==> config.mk <==
export PLATFORM = sky130hd
export DESIGN_NAME = scan_pixel_packer
export DESIGN_NICKNAME = d
export VERILOG_FILES = /design/src/rtl/scan_pixel_packer.sv
export SDC_FILE = /design/constraint.sdc
export NUM_CORES = 1
export LEC_CHECK = 0
export BUFFER_PORTS_ARGS = -buffer_cell sky130_fd_sc_hd__buf_2
export CORE_MARGIN = 3
export CORE_UTILIZATION = 40
export DETAILED_ROUTE_END_ITERATION = 12
export SLEW_MARGIN = 20
export SYNTH_ARGS = -nofsm -noshare
export SYNTH_HDL_FRONTEND = slang
export SYNTH_SLANG_ARGS = --single-unit
==> constraint.sdc <==
create_clock -name clk -period 2.7 [get_ports clk]
set_input_delay 0.27 -clock clk [delete_from_list [all_inputs] [get_ports clk]]
set_output_delay 0.27 -clock clk [all_outputs]
set_load 0.02 [all_outputs]
==> src/rtl/scan_pixel_packer.sv <==
// scan_pixel_packer: packs eight 16-bit scan samples per 128-bit word into the front FIFO, holding one word across full stalls
module scan_pixel_packer #(
  parameter logic [15:0] PAD_VALUE = 16'h0000,
  parameter int CNT_W = 16
) (
  input  logic             clk,
  input  logic             rst,
  input  logic             en,
  input  logic             pix_valid,
  input  logic [15:0]      pix_data,
  input  logic             pix_last,
  output logic [127:0]     data_front,
  output logic             wrreq_front,
  input  logic             wrfull_front,
  output logic             pix_drop,
  output logic [CNT_W-1:0] ovf_cnt,
  output logic [CNT_W-1:0] frame_cnt,
  output logic             busy
);
  typedef enum logic [1:0] {IDLE, RUN, DRAIN} state_t;
  state_t state, state_nx;
  logic [2:0] idx;
  logic [15:0] lanes [8];
  logic [127:0] hold, word;
  logic hold_full, accept, complete, issue, hold_free;
  assign accept = en & pix_valid & (state != DRAIN);
  assign complete = (state == DRAIN) | (accept & (pix_last | idx == 3'd7));
  // writes are spaced by at least one idle cycle to protect the FIFO's last slot
  assign issue = hold_full & ~wrfull_front & ~wrreq_front;
  assign hold_free = ~hold_full | issue;
  assign busy = (idx != 3'd0) | hold_full | (state == DRAIN);
  for (genvar g = 0; g < 8; g++) begin : g_lane
    assign word[16*g +: 16] = 3'(g) < idx ? lanes[g] :
                              (3'(g) == idx && state != DRAIN) ? pix_data : PAD_VALUE;
  end
  always_comb begin
    state_nx = state;
    if (state == DRAIN) state_nx = IDLE;
    else if (en) state_nx = RUN;
    else state_nx = idx != 3'd0 ? DRAIN : IDLE;
  end
  always_ff @(posedge clk) begin
    if (rst) begin
      state <= IDLE;
      idx <= '0;
      hold <= '0;
      hold_full <= 1'b0;
      data_front <= '0;
      wrreq_front <= 1'b0;
      pix_drop <= 1'b0;
      ovf_cnt <= '0;
      frame_cnt <= '0;
    end else begin
      state <= state_nx;
      wrreq_front <= issue;
      if (issue) data_front <= hold;
      pix_drop <= complete & ~hold_free;
      if (complete & ~hold_free & ~&ovf_cnt) ovf_cnt <= ovf_cnt + CNT_W'(1);
      if (accept & pix_last & ~&frame_cnt) frame_cnt <= frame_cnt + CNT_W'(1);
      if (accept) lanes[idx] <= pix_data;
      idx <= complete ? 3'd0 : accept ? idx + 3'd1 : idx;
      if (complete & hold_free) begin
        hold <= word;
        hold_full <= 1'b1;
      end else if (issue) hold_full <= 1'b0;
    end
  end
endmodule

==> metrics.yaml <==
wire_per_inst_um: 18.1
p_seq_share_pct: 49.6
final_antenna_net_count: 0
syn-num-nets: 1609
ys_warn_count: 0
synth.ff_latch_count: 408
gp_congestion: 0.777
path_cells: "buf_4, inv_1, ha_1, nand3_1, buf_2"
period_needed_ns: 2.37
p_switching_w: 0.00299
place_hpwl_um: 25300
tightest_slew_ns: 1.13
cts_buffers: 43
die_w_um: 203
fmax_mhz: 422
rsz0062_at_grt: "no"
pin_count: 185
clockBufferDepth: 3
maxSlewViolCount: 0
cpLargestDelayFamily: "buffers and inverters"
wl_um: 40700
cts_resized: 0
vias: 12195
io_buffers: 184
setup_viol: 0
nets: 1738
power_density_nw_per_um2: 711
path_clk_slew_ns: 0.06
drive_gt1_share_pct: 19.5
die_area_sq_um: 41200
hold_path.class: "input port to flip-flop"
fin_setup_tns_ns: 0
yosys.cell_types.count: 60
intPower_w: 0.0101
grt_util_all_layers_pct: 19.4
final-seq-area_sq_um: 9290
netlist_instances: 1581
syn_avg_cell_area_sq_um: 9.82
clockPowerShare_pct: 44.6
drt_first_iter_violations: 896
initial_core_util_pct: 40.9
cp-start-kind: "flip-flop"
synth_edf_count: 112
area_growth_syn_to_layout_pct: 18.4
cts_num_sinks: 408
cts_htree_levels: 2
grt_pass1_wl_um: 64800
cp_slowest_cell: "buf_4"
synth_area_sq_um: 15500
status: "complete, no violations"
synthFlopType: "dfxtp_1"
drv_cap: 0
synth-seq-area-share_pct: 59.9
grt.overflow.total: 0
clkLatencyLatePin_ns: 0.55
fill_cells: 3619
async_reset_ff_share_pct: 0
crit_required_ns: 2.43
skew_ns: 0.0171
viasPerCell: 5.40
sw_frac_of_total_pct: 22.9
hold_viol_final: 0
power.total_w: 0.0131
critPathMaxStageDelay_ns: 0.46
ir_drop_mv: 0.419
die_h_um: 203
crit_arrival_ns: 2.10
multi_input_area_sq_um: 5590
drt_first_pass_iters: 5
leakage_nw: 6.74
share_comb_of_total_power_pct: 5.7
cts_tree: "done"
slew_headroom_pct: 24.7
finalCritPeriodShare_pct: 87.7
coreArea_sq_um: 37900
antenna_found_initial: 2
worstSetupPathType: "flip-flop to output port"
rows: 71
drcViolationCount: 0
grt_start_max_net_pins: 143
grt_pass1_vias: 11728
clockRootBuffer: "clkbuf_16"
path_buf_inv: 3
cp-end-kind: "output port"
cp_max_fo: 59
## layer usage
metal  vias up  GRT usage (%)  part of all wire [%]
met3        66           4.62                   6.6
li1       5927              -                     -
met1      5890           27.0                    46
met4         2           5.94                   2.4
met5         -              0                 0.032
met2       310           30.0                    45
## worst paths after layout
path,startpoint,end,slack [ns],depth (start not counted)
setup / recovery,idx[1],busy,0.33,5
hold / removal,pix_data[8],lanes[0][8],0.02,1
setup reg to reg,idx[0],hold[83],0.36,6
hold reg to reg,hold[26],data_front[26],0.45,2
## final cells by class
class | count | share of cell area, %
sequential | 408 | 50.6
multi-input combinational | 1010 | 30.4
timing repair buffer | 225 | 7.44
clock buffer | 68 | 7.10
tap | 511 | 3.48
clock inverter | 12 | 0.545
inverter | 22 | 0.449
antenna | 1 | 0.0136
## power groups by stage
stage	combinational, W	clock (W)	sequential, W
after floorplan	0.000500	0	0.00661
after global routing	0.000840	0.00621	0.00649
after CTS	0.000759	0.00595	0.00648
after detailed placement	0.000756	0	0.00661
after global placement	0.000744	0	0.00661
final	0.000750	0.00582	0.00648
## sequential cells by signal (all words and copies together) (netlist names), 2 cells and up
register and flops:
ovf_cnt 16, lanes 112, idx 3, data_front 128, frame_cnt 16, hold 128, state 2
## Yosys cell counts (all sizes together), types with 3 or more instances
| cell type | number | area [sq um] |
|---|---|---|
| nand2 | 303 | 1140 |
| dfxtp | 296 | 5930 |
| a21oi | 166 | 831 |
| nor2 | 134 | 510 |
| edfxtp | 112 | 3360 |
| clkbuf | 91 | 359 |
| nor3 | 88 | 495 |
| a221oi | 80 | 763 |
| buf | 50 | 272 |
| nand3 | 44 | 220 |
| o21ai | 27 | 135 |
| inv | 22 | 82.6 |
| o41ai | 18 | 158 |
| a22oi | 16 | 120 |
| a311oi | 16 | 140 |
| or4 | 14 | 105 |
| o31ai | 13 | 97.6 |
| nand4 | 12 | 96.3 |
| nor4 | 11 | 98.8 |
| and4 | 8 | 70.1 |
| nor2b | 7 | 51.3 |
| and3 | 6 | 38.8 |
| ha | 6 | 75.1 |
| mux2 | 6 | 67.6 |
| or3 | 6 | 37.5 |
| and2 | 4 | 26.3 |
| o211a | 3 | 30.0 |
## layout by cell type (no fill, tap or decap), types with 3 or more instances in the layout
cell       Yosys  final
a21oi_1      166    165
a221oi_1      70     70
nor2_1       133    133
and4_1         8      8
buf_12         0     10
or4_1         14     14
a22oi_1       16     16
nor4_4         2      3
nor3_1        77     73
or3_1          6      6
clkbuf_8       1      7
clkinv_2       0      5
inv_1         22     22
nor3_2        11     15
nand3_1       44     44
nor4_1         9      8
o41ai_1       18     18
a221oi_2      10     10
buf_4          4     30
nand2_1      303    302
a311oi_1      16     16
nand4_1       10     10
clkbuf_16      0     46
clkinv_1       0      3
and3_1         5      5
o21ai_0       25     25
dfxtp_1      296    295
ha_1           6      6
clkbuf_1      88     14
mux2_2         6      6
buf_2         34    183
edfxtp_1     112    112
nor2b_1        6      6
o31ai_1       13     13
## timing repair
item,in CTS,in global routing
endpoints found under the hold margin,1,0
hold buffers,1,0
setup buffers,0,0
## cell families after synthesis
kind of cell | after synthesis | synth area share [%]
flip-flops | 408 | 59.9
buffers and inverters | 163 | 4.60
AND/OR/NAND/NOR | 643 | 19.1
adder cells (fa/ha/maj) | 6 | 0.484
AO/OA/AOI/OAI | 352 | 15.4
multiplexers | 8 | 0.564
XOR/XNOR | 1 | 0.0564
## stage by stage
stage / setup WS (ns) / utilization [%] / hold WS [ns] / instance area (sq um) / instances
floorplan: 0.0556 / - / 0.362 / 15500 / 1581
global placement: 0.559 / 44.7 / 0.441 / 17000 / 2175
detailed placement: 0.422 / 44.7 / 0.442 / 17000 / 2175
CTS: 0.325 / 48.4 / 0.0156 / 18400 / 2256
global route: 0.169 / 48.4 / 0.000743 / 18400 / 2257
finish: 0.331 / 48.4 / 0.0240 / 18400 / 2257
(Power assumes the default switching activity.)
